### src/rtl/stim_arb_pkg.sv
// Shared types and width helpers for the stimulus bus arbiter.
package stim_arb_pkg;

  typedef enum logic [1:0] {
    IDLE   = 2'd0,
    BURST  = 2'd1,
    REVOKE = 2'd2
  } arb_state_e;

  function automatic int gid_width(input int num_req);
    return (num_req > 1) ? $clog2(num_req) : 1;
  endfunction

  function automatic int cnt_width(input int max_val);
    return (max_val > 0) ? $clog2(max_val + 1) : 1;
  endfunction

endpackage

### src/rtl/stim_bus_arbiter_if.sv
// Requester-side and DUT-side signals of the stimulus bus arbiter.
// master = arbiter view, slave = requesters plus downstream DUT.
interface stim_bus_arbiter_if
  import stim_arb_pkg::*;
#(
  parameter int NUM_REQ    = 4,
  parameter int DATA_WIDTH = 32,
  parameter int ADDR_WIDTH = 32
);
  localparam int GW = gid_width(NUM_REQ);

  logic [NUM_REQ-1:0]            req_valid;
  logic [NUM_REQ-1:0]            req_last;
  logic [NUM_REQ*ADDR_WIDTH-1:0] req_addr;
  logic [NUM_REQ*DATA_WIDTH-1:0] req_data;
  logic [NUM_REQ-1:0]            req_ready;
  logic                          bus_valid;
  logic                          bus_ready;
  logic [ADDR_WIDTH-1:0]         bus_addr;
  logic [DATA_WIDTH-1:0]         bus_data;
  logic                          bus_last;
  logic [GW-1:0]                 grant_id;
  logic                          err_timeout;

  modport master (
    input  req_valid, req_last, req_addr, req_data, bus_ready,
    output req_ready, bus_valid, bus_addr, bus_data, bus_last, grant_id, err_timeout
  );

  modport slave (
    output req_valid, req_last, req_addr, req_data, bus_ready,
    input  req_ready, bus_valid, bus_addr, bus_data, bus_last, grant_id, err_timeout
  );
endinterface

### src/rtl/stim_rr_picker.sv
// Combinational round-robin pick: first valid requester at or after rr_ptr, wrapping.
module stim_rr_picker
  import stim_arb_pkg::*;
#(
  parameter int NUM_REQ = 4
) (
  input  logic [NUM_REQ-1:0]                 req_valid_i,
  input  logic [gid_width(NUM_REQ)-1:0]      rr_ptr_i,
  output logic                               any_valid_o,
  output logic [gid_width(NUM_REQ)-1:0]      winner_o
);
  localparam int GW = gid_width(NUM_REQ);

  logic [2*NUM_REQ-1:0] dbl_s;
  logic [NUM_REQ-1:0]   rot_s;
  logic [GW-1:0]        off_s;
  logic [GW:0]          sum_s;

  assign any_valid_o = |req_valid_i;

  // Rotate so rr_ptr sits at bit 0, then take the lowest set offset.
  always_comb begin
    dbl_s = {req_valid_i, req_valid_i} >> rr_ptr_i;
    rot_s = dbl_s[NUM_REQ-1:0];
    off_s = '0;
    for (int k = NUM_REQ - 1; k >= 0; k--) begin
      if (rot_s[k]) begin
        off_s = GW'(k);
      end else begin
        off_s = off_s;
      end
    end
    sum_s = {1'b0, rr_ptr_i} + {1'b0, off_s};
    if (sum_s >= (GW+1)'(NUM_REQ)) begin
      winner_o = GW'(sum_s - (GW+1)'(NUM_REQ));
    end else begin
      winner_o = GW'(sum_s);
    end
  end
endmodule

### src/rtl/stim_bus_arbiter.sv
// Round-robin burst arbiter sharing one write bus among NUM_REQ stimulus generators.
// Optional stall revocation is enabled with the ARB_TIMEOUT_EN macro.
module stim_bus_arbiter
  import stim_arb_pkg::*;
#(
  parameter int NUM_REQ    = 4,
  parameter int DATA_WIDTH = 32,
  parameter int ADDR_WIDTH = 32,
  parameter int MAX_BURST  = 16,
  parameter int TIMEOUT    = 64
) (
  input  logic               sys_clk,
  input  logic               sys_rst,
  stim_bus_arbiter_if.master bus
);
  localparam int GW = gid_width(NUM_REQ);
  localparam int CW = cnt_width(MAX_BURST);

  arb_state_e    state_q;
  logic [GW-1:0] grant_q;
  logic [GW-1:0] rr_ptr_q;
  logic [CW-1:0] beat_cnt_q;

  logic          any_valid_s;
  logic [GW-1:0] winner_s;
  logic          in_burst_s;
  logic          owner_valid_s;
  logic          bus_valid_s;
  logic          beat_s;
  logic          last_s;
  logic [GW-1:0] next_ptr_s;

  stim_rr_picker #(.NUM_REQ(NUM_REQ)) u_picker (
    .req_valid_i (bus.req_valid),
    .rr_ptr_i    (rr_ptr_q),
    .any_valid_o (any_valid_s),
    .winner_o    (winner_s)
  );

  assign in_burst_s    = (state_q == BURST);
  assign owner_valid_s = bus.req_valid[grant_q];
  assign bus_valid_s   = in_burst_s & owner_valid_s;
  assign beat_s        = bus_valid_s & bus.bus_ready;
  assign last_s        = bus_valid_s &
                         (bus.req_last[grant_q] | (beat_cnt_q == CW'(MAX_BURST - 1)));
  assign next_ptr_s    = (grant_q == GW'(NUM_REQ - 1)) ? '0 : grant_q + GW'(1);

  assign bus.bus_valid = bus_valid_s;
  assign bus.bus_last  = last_s;
  assign bus.grant_id  = grant_q;
  assign bus.req_ready = in_burst_s ? (NUM_REQ'(bus.bus_ready) << grant_q) : '0;
  assign bus.bus_addr  = in_burst_s ?
                         ADDR_WIDTH'(bus.req_addr >> (int'(grant_q) * ADDR_WIDTH)) : '0;
  assign bus.bus_data  = in_burst_s ?
                         DATA_WIDTH'(bus.req_data >> (int'(grant_q) * DATA_WIDTH)) : '0;

`ifdef ARB_TIMEOUT_EN
  localparam int SW = cnt_width(TIMEOUT);
  logic [SW-1:0] stall_q;
  logic          err_q;
  assign bus.err_timeout = err_q;
`else
  logic [31:0] unused_timeout_s;
  assign unused_timeout_s = 32'(TIMEOUT);
  assign bus.err_timeout  = 1'b0;
`endif

  // Grant FSM: pick on IDLE, hold until a last beat (or a stall revoke), then rotate.
  always_ff @(posedge sys_clk or posedge sys_rst) begin
    if (sys_rst) begin
      state_q    <= IDLE;
      grant_q    <= '0;
      rr_ptr_q   <= '0;
      beat_cnt_q <= '0;
`ifdef ARB_TIMEOUT_EN
      stall_q    <= '0;
      err_q      <= 1'b0;
`endif
    end else begin
`ifdef ARB_TIMEOUT_EN
      err_q <= 1'b0;
`endif
      case (state_q)
        IDLE: begin
          if (any_valid_s) begin
            state_q <= BURST;
            grant_q <= winner_s;
          end
        end
        BURST: begin
          if (beat_s && last_s) begin
            state_q    <= IDLE;
            rr_ptr_q   <= next_ptr_s;
            beat_cnt_q <= '0;
          end else if (beat_s) begin
            beat_cnt_q <= beat_cnt_q + CW'(1);
          end
`ifdef ARB_TIMEOUT_EN
          if (owner_valid_s) begin
            stall_q <= '0;
          end else if (stall_q == SW'(TIMEOUT - 1)) begin
            state_q <= REVOKE;
            err_q   <= 1'b1;
            stall_q <= '0;
          end else begin
            stall_q <= stall_q + SW'(1);
          end
`endif
        end
        REVOKE: begin
          state_q    <= IDLE;
          rr_ptr_q   <= next_ptr_s;
          beat_cnt_q <= '0;
        end
        default: begin
          state_q <= IDLE;
        end
      endcase
    end
  end
endmodule

### src/flat_wrapper.sv
// flat-port wrapper written by rule: the top's interface ports become plain ports
module stim_bus_arbiter_flat import stim_arb_pkg::*;
#(
  parameter int NUM_REQ    = 4,
  parameter int DATA_WIDTH = 32,
  parameter int ADDR_WIDTH = 32,
  parameter int MAX_BURST  = 16,
  parameter int TIMEOUT    = 64
)
  (sys_clk, sys_rst, bus_req_valid, bus_req_last, bus_req_addr, bus_req_data, bus_bus_ready, bus_req_ready, bus_bus_valid, bus_bus_addr, bus_bus_data, bus_bus_last, bus_grant_id, bus_err_timeout);
  stim_bus_arbiter_if #(.NUM_REQ(NUM_REQ), .DATA_WIDTH(DATA_WIDTH), .ADDR_WIDTH(ADDR_WIDTH)) bus_i ();
  input  logic sys_clk;
  input  logic sys_rst;
  input wire logic [$bits(bus_i.req_valid)-1:0] bus_req_valid;
  input wire logic [$bits(bus_i.req_last)-1:0] bus_req_last;
  input wire logic [$bits(bus_i.req_addr)-1:0] bus_req_addr;
  input wire logic [$bits(bus_i.req_data)-1:0] bus_req_data;
  input wire logic [$bits(bus_i.bus_ready)-1:0] bus_bus_ready;
  output wire logic [$bits(bus_i.req_ready)-1:0] bus_req_ready;
  output wire logic [$bits(bus_i.bus_valid)-1:0] bus_bus_valid;
  output wire logic [$bits(bus_i.bus_addr)-1:0] bus_bus_addr;
  output wire logic [$bits(bus_i.bus_data)-1:0] bus_bus_data;
  output wire logic [$bits(bus_i.bus_last)-1:0] bus_bus_last;
  output wire logic [$bits(bus_i.grant_id)-1:0] bus_grant_id;
  output wire logic [$bits(bus_i.err_timeout)-1:0] bus_err_timeout;
  assign bus_i.req_valid = bus_req_valid;
  assign bus_i.req_last = bus_req_last;
  assign bus_i.req_addr = bus_req_addr;
  assign bus_i.req_data = bus_req_data;
  assign bus_i.bus_ready = bus_bus_ready;
  assign bus_req_ready = bus_i.req_ready;
  assign bus_bus_valid = bus_i.bus_valid;
  assign bus_bus_addr = bus_i.bus_addr;
  assign bus_bus_data = bus_i.bus_data;
  assign bus_bus_last = bus_i.bus_last;
  assign bus_grant_id = bus_i.grant_id;
  assign bus_err_timeout = bus_i.err_timeout;
  stim_bus_arbiter #(.NUM_REQ(NUM_REQ), .DATA_WIDTH(DATA_WIDTH), .ADDR_WIDTH(ADDR_WIDTH), .MAX_BURST(MAX_BURST), .TIMEOUT(TIMEOUT)) u_core (.sys_clk(sys_clk), .sys_rst(sys_rst), .bus(bus_i));
endmodule
### config.mk
export PLATFORM = sky130hd
export DESIGN_NAME = stim_bus_arbiter_flat
export DESIGN_NICKNAME = d
export VERILOG_FILES = /design/src/rtl/stim_arb_pkg.sv /design/src/rtl/stim_bus_arbiter_if.sv /design/src/rtl/stim_rr_picker.sv /design/src/rtl/stim_bus_arbiter.sv /design/src/flat_wrapper.sv
export SDC_FILE = /design/constraint.sdc
export NUM_CORES = 1
export LEC_CHECK = 0
export CORE_AREA = 2 2 131 133
export CTS_BUF_LIST = sky130_fd_sc_hd__clkbuf_8
export CTS_CLUSTER_DIAMETER = 50
export DETAILED_ROUTE_END_ITERATION = 16
export DIE_AREA = 0 0 133 135
export SYNTH_ARGS = -nofsm -noshare
export SYNTH_HDL_FRONTEND = slang
export SYNTH_SLANG_ARGS = --single-unit
### constraint.sdc
create_clock -name sys_clk -period 2 [get_ports sys_clk]
set_clock_uncertainty 0.2 [all_clocks]
set_input_delay 0.2 -clock sys_clk [delete_from_list [all_inputs] [get_ports sys_clk]]
set_output_delay 0.2 -clock sys_clk [all_outputs]
set_load 0.01 [all_outputs]
==> flow_metrics.py <==
metrics = {
    "pwr": {
        "p_leak_uw": 0.00296,
        "total_power_uw": 9330,
        "power_density_mw_per_mm2": 1270,
        "irDropWorstVdd_mv": 0.707,
    },
    "placement": {
        "place.port_buffers": 338,
        "place_congestion": 0.886,
        "hpwl_mm": 13.5,
        "dp_slack_ps": -372,
    },
    "final_layout": {
        "diodes": 0,
        "nFillCells": 1506,
        "drive_gt1_frac": 0.452,
        "fin_nets": 894,
        "multi_input_area_mm2": 0.00249,
        "area_growth_pct": 169,
        "ff_latch_area_um2": 258,
    },
    "routing": {
        "drt_pre_antenna_iters": 4,
        "drt-total-wl_mm": 17.0,
        "ant_nets": 0,
        "vias": 3704,
        "vias_per_cell": 4.40,
        "drcViolationCount": 0,
        "drt_iter0_markers": 93,
        "wl_per_cell_um": 20.2,
    },
    "synthesis": {
        "synth_top_area_share": 0.545,
        "synth.avg_cell_area_um2": 11.6,
        "synthCells": 235,
        "syn-num-nets": 506,
        "ys_seq_elements": 10,
        "synth_warnings": 0,
        "ys_top_cells_by_count": "66 x and2_1, 66 x mux4_2, 14 x clkbuf_1",
        "yosys-top-cells-area": "mux4_2 55%, and2_1 15%, dfrtp_1 9.2%, clkbuf_1 1.9%, ha_1 1.8%",
        "synthArstFlopShare": 1.00,
        "syn_area_mm2": 0.00273,
        "yosysSeqAreaShare": 0.0918,
        "synth_top_area_cell": "mux4_2",
        "yosys.cell_types.count": 39,
        "synth_edf_count": 0,
        "synthFlopType": "dfrtp_1",
    },
    "clock_network": {
        "cts.clk_slew.worst_paths_ps": 50,
        "cts_buffer_depth": 2,
        "clock-root-buffer": "clkbuf_8",
        "tritoncts": "yes",
        "cts_buffers": 3,
        "clk_latency_ps": 240,
        "hold_buffers": 0,
        "cts_max_level": 1,
        "cts.sinks": 10,
    },
    "timing": {
        "layout_min_cycle_time_ps": 2350,
        "rsz0062_at_grt": "true",
        "fin_crit_sh": 1.18,
        "timing.hold.ws_ps": 54.8,
        "fmax_ghz": 0.425,
        "setup_ws_ps": -352,
        "tns_ps": -19030,
        "hold_viol": 0,
        "drv_slew": 0,
        "finalSetupViolCount": 74,
    },
    "setup_path": {
        "required_ps": 1600,
        "cp_max_fo": 7,
        "worstSetupPathType": "reg -> out",
        "crit_arrival_ps": 1950,
        "startpoint_type": "flop",
        "worstSetupEndpointType": "output pin",
    },
    "grt": {
        "grt_pass1_wl_mm": 24.1,
        "antenna_found_initial": 0,
        "overflow": 0,
        "grt_pass1_vias": 3970,
        "grt_usage": 0.176,
        "grt_max_degree": 40,
    },
    "floorplanning": {
        "start_util": 0.166,
        "dieArea_mm2": 0.0180,
        "die_y_um": 135,
        "ios": 340,
        "rows": 47,
        "core_area_mm2": 0.0164,
        "die_w_um": 133,
    },
    "status": {
        "status": "finished, violations left",
        "violations": "negative setup slack",
    },
    "run": {
        "cap_violations": 0,
    },
    "min_path": {
        "holdCritPathClass": "in -> async",
    },
}
-- flip-flops by register name, indices dropped and copies added, names as in the netlist --
register,count
u_core.beat_cnt_q,5
u_core.bus.grant_id,2
u_core.rr_ptr_q,2
u_core.state_q,1
-- placed cells by master, fill, tap and decap left out, types with 3 or more instances in the layout --
cell / Yosys / layout
clkdlybuf4s50_1: 0 / 264
buf_6: 1 / 79
mux4_2: 66 / 66
and2_4: 0 / 50
buf_2: 8 / 21
buf_4: 3 / 18
and2_1: 66 / 16
buf_12: 0 / 14
nand2_1: 8 / 7
inv_1: 5 / 6
nor2_1: 6 / 6
dfrtp_1: 10 / 6
buf_16: 0 / 4
dlygate4sd2_1: 0 / 4
nand3_1: 4 / 3
mux2_2: 3 / 3
nor3_1: 3 / 3
ha_1: 4 / 3
clkbuf_8: 0 / 3
dfrtp_2: 0 / 3
-- layout make-up --
type / instances / area share
clock buffers: 3 / 0.00562
clock inverters: 1 / 0.000511
inverters: 5 / 0.00255
multi-input cells: 194 / 0.339
flip-flops and latches: 10 / 0.0351
well taps: 220 / 0.0375
repair buffers: 409 / 0.580
-- worst paths after layout --
path	startpoint	end	slack (ps)	cells after the start
min in group sys_clk	u_core.beat_cnt_q[4]	u_core.beat_cnt_q[4]	370	2
max	u_core.bus.grant_id[0]	bus_bus_data[14]	-350	7
max in group asynchronous	sys_rst	u_core.bus.grant_id[0]	1220	2
min reg2reg	u_core.beat_cnt_q[4]	u_core.beat_cnt_q[4]	370	2
max reg2reg	u_core.bus.grant_id[0]	u_core.rr_ptr_q[0]	-350	7
min	sys_rst	u_core.rr_ptr_q[1]	50	2
-- kinds of logic after synthesis --
family / count (synthesis) / share of synthesized area
muxes: 70 / 0.561
buffers and inverters: 31 / 0.0532
AOI/OAI and AO/OA: 15 / 0.0459
adders and majority gates: 4 / 0.0184
other: 1 / 0.00138
DFF: 10 / 0.0918
xor gates and xnor gates: 1 / 0.00321
and+or+nand+nor: 103 / 0.225
-- per-layer routing --
metal  global-route usage  vias to the layer above  routed length, um
met1                0.208                     1805               6460
met4               0.0430                        0                348
met3               0.0300                       24               1070
li1                     -                     1703                  -
met5                    0                        -                  0
met2                0.331                      172               9160
-- metrics by stage --
stage                      util  std cells  area (um^2)
final                     0.448        842         7350
after global routing      0.448        842         7350
after CTS                 0.427        832         7010
after detailed placement  0.398        791         6540
after global placement    0.398        791         6540
after floorplan               -        235         2740
-- critical path: stages (launching register included) --
cell and delay (ps):
dfrtp_4 500, buf_12 140, buf_8 120, buf_16 140
buf_6 120, mux4_2 410, and2_4 170, buf_6 110
-- where the power goes --
part | total [uW] | switching, uW | internal (uW) | leakage (uW)
registers | 422 | 128 | 295 | 0.000118
logic | 8690 | 3080 | 5610 | 0.00282
clock network | 219 | 83.8 | 135 | 0.0000269
-- repair_timing --
action	in CTS	in global routing
setup buffers	33	11
resized for setup	372	68
setup endpoints to repair	79	77
gates cloned	4	1
pin swaps	43	12
(Power assumes the default switching activity.)
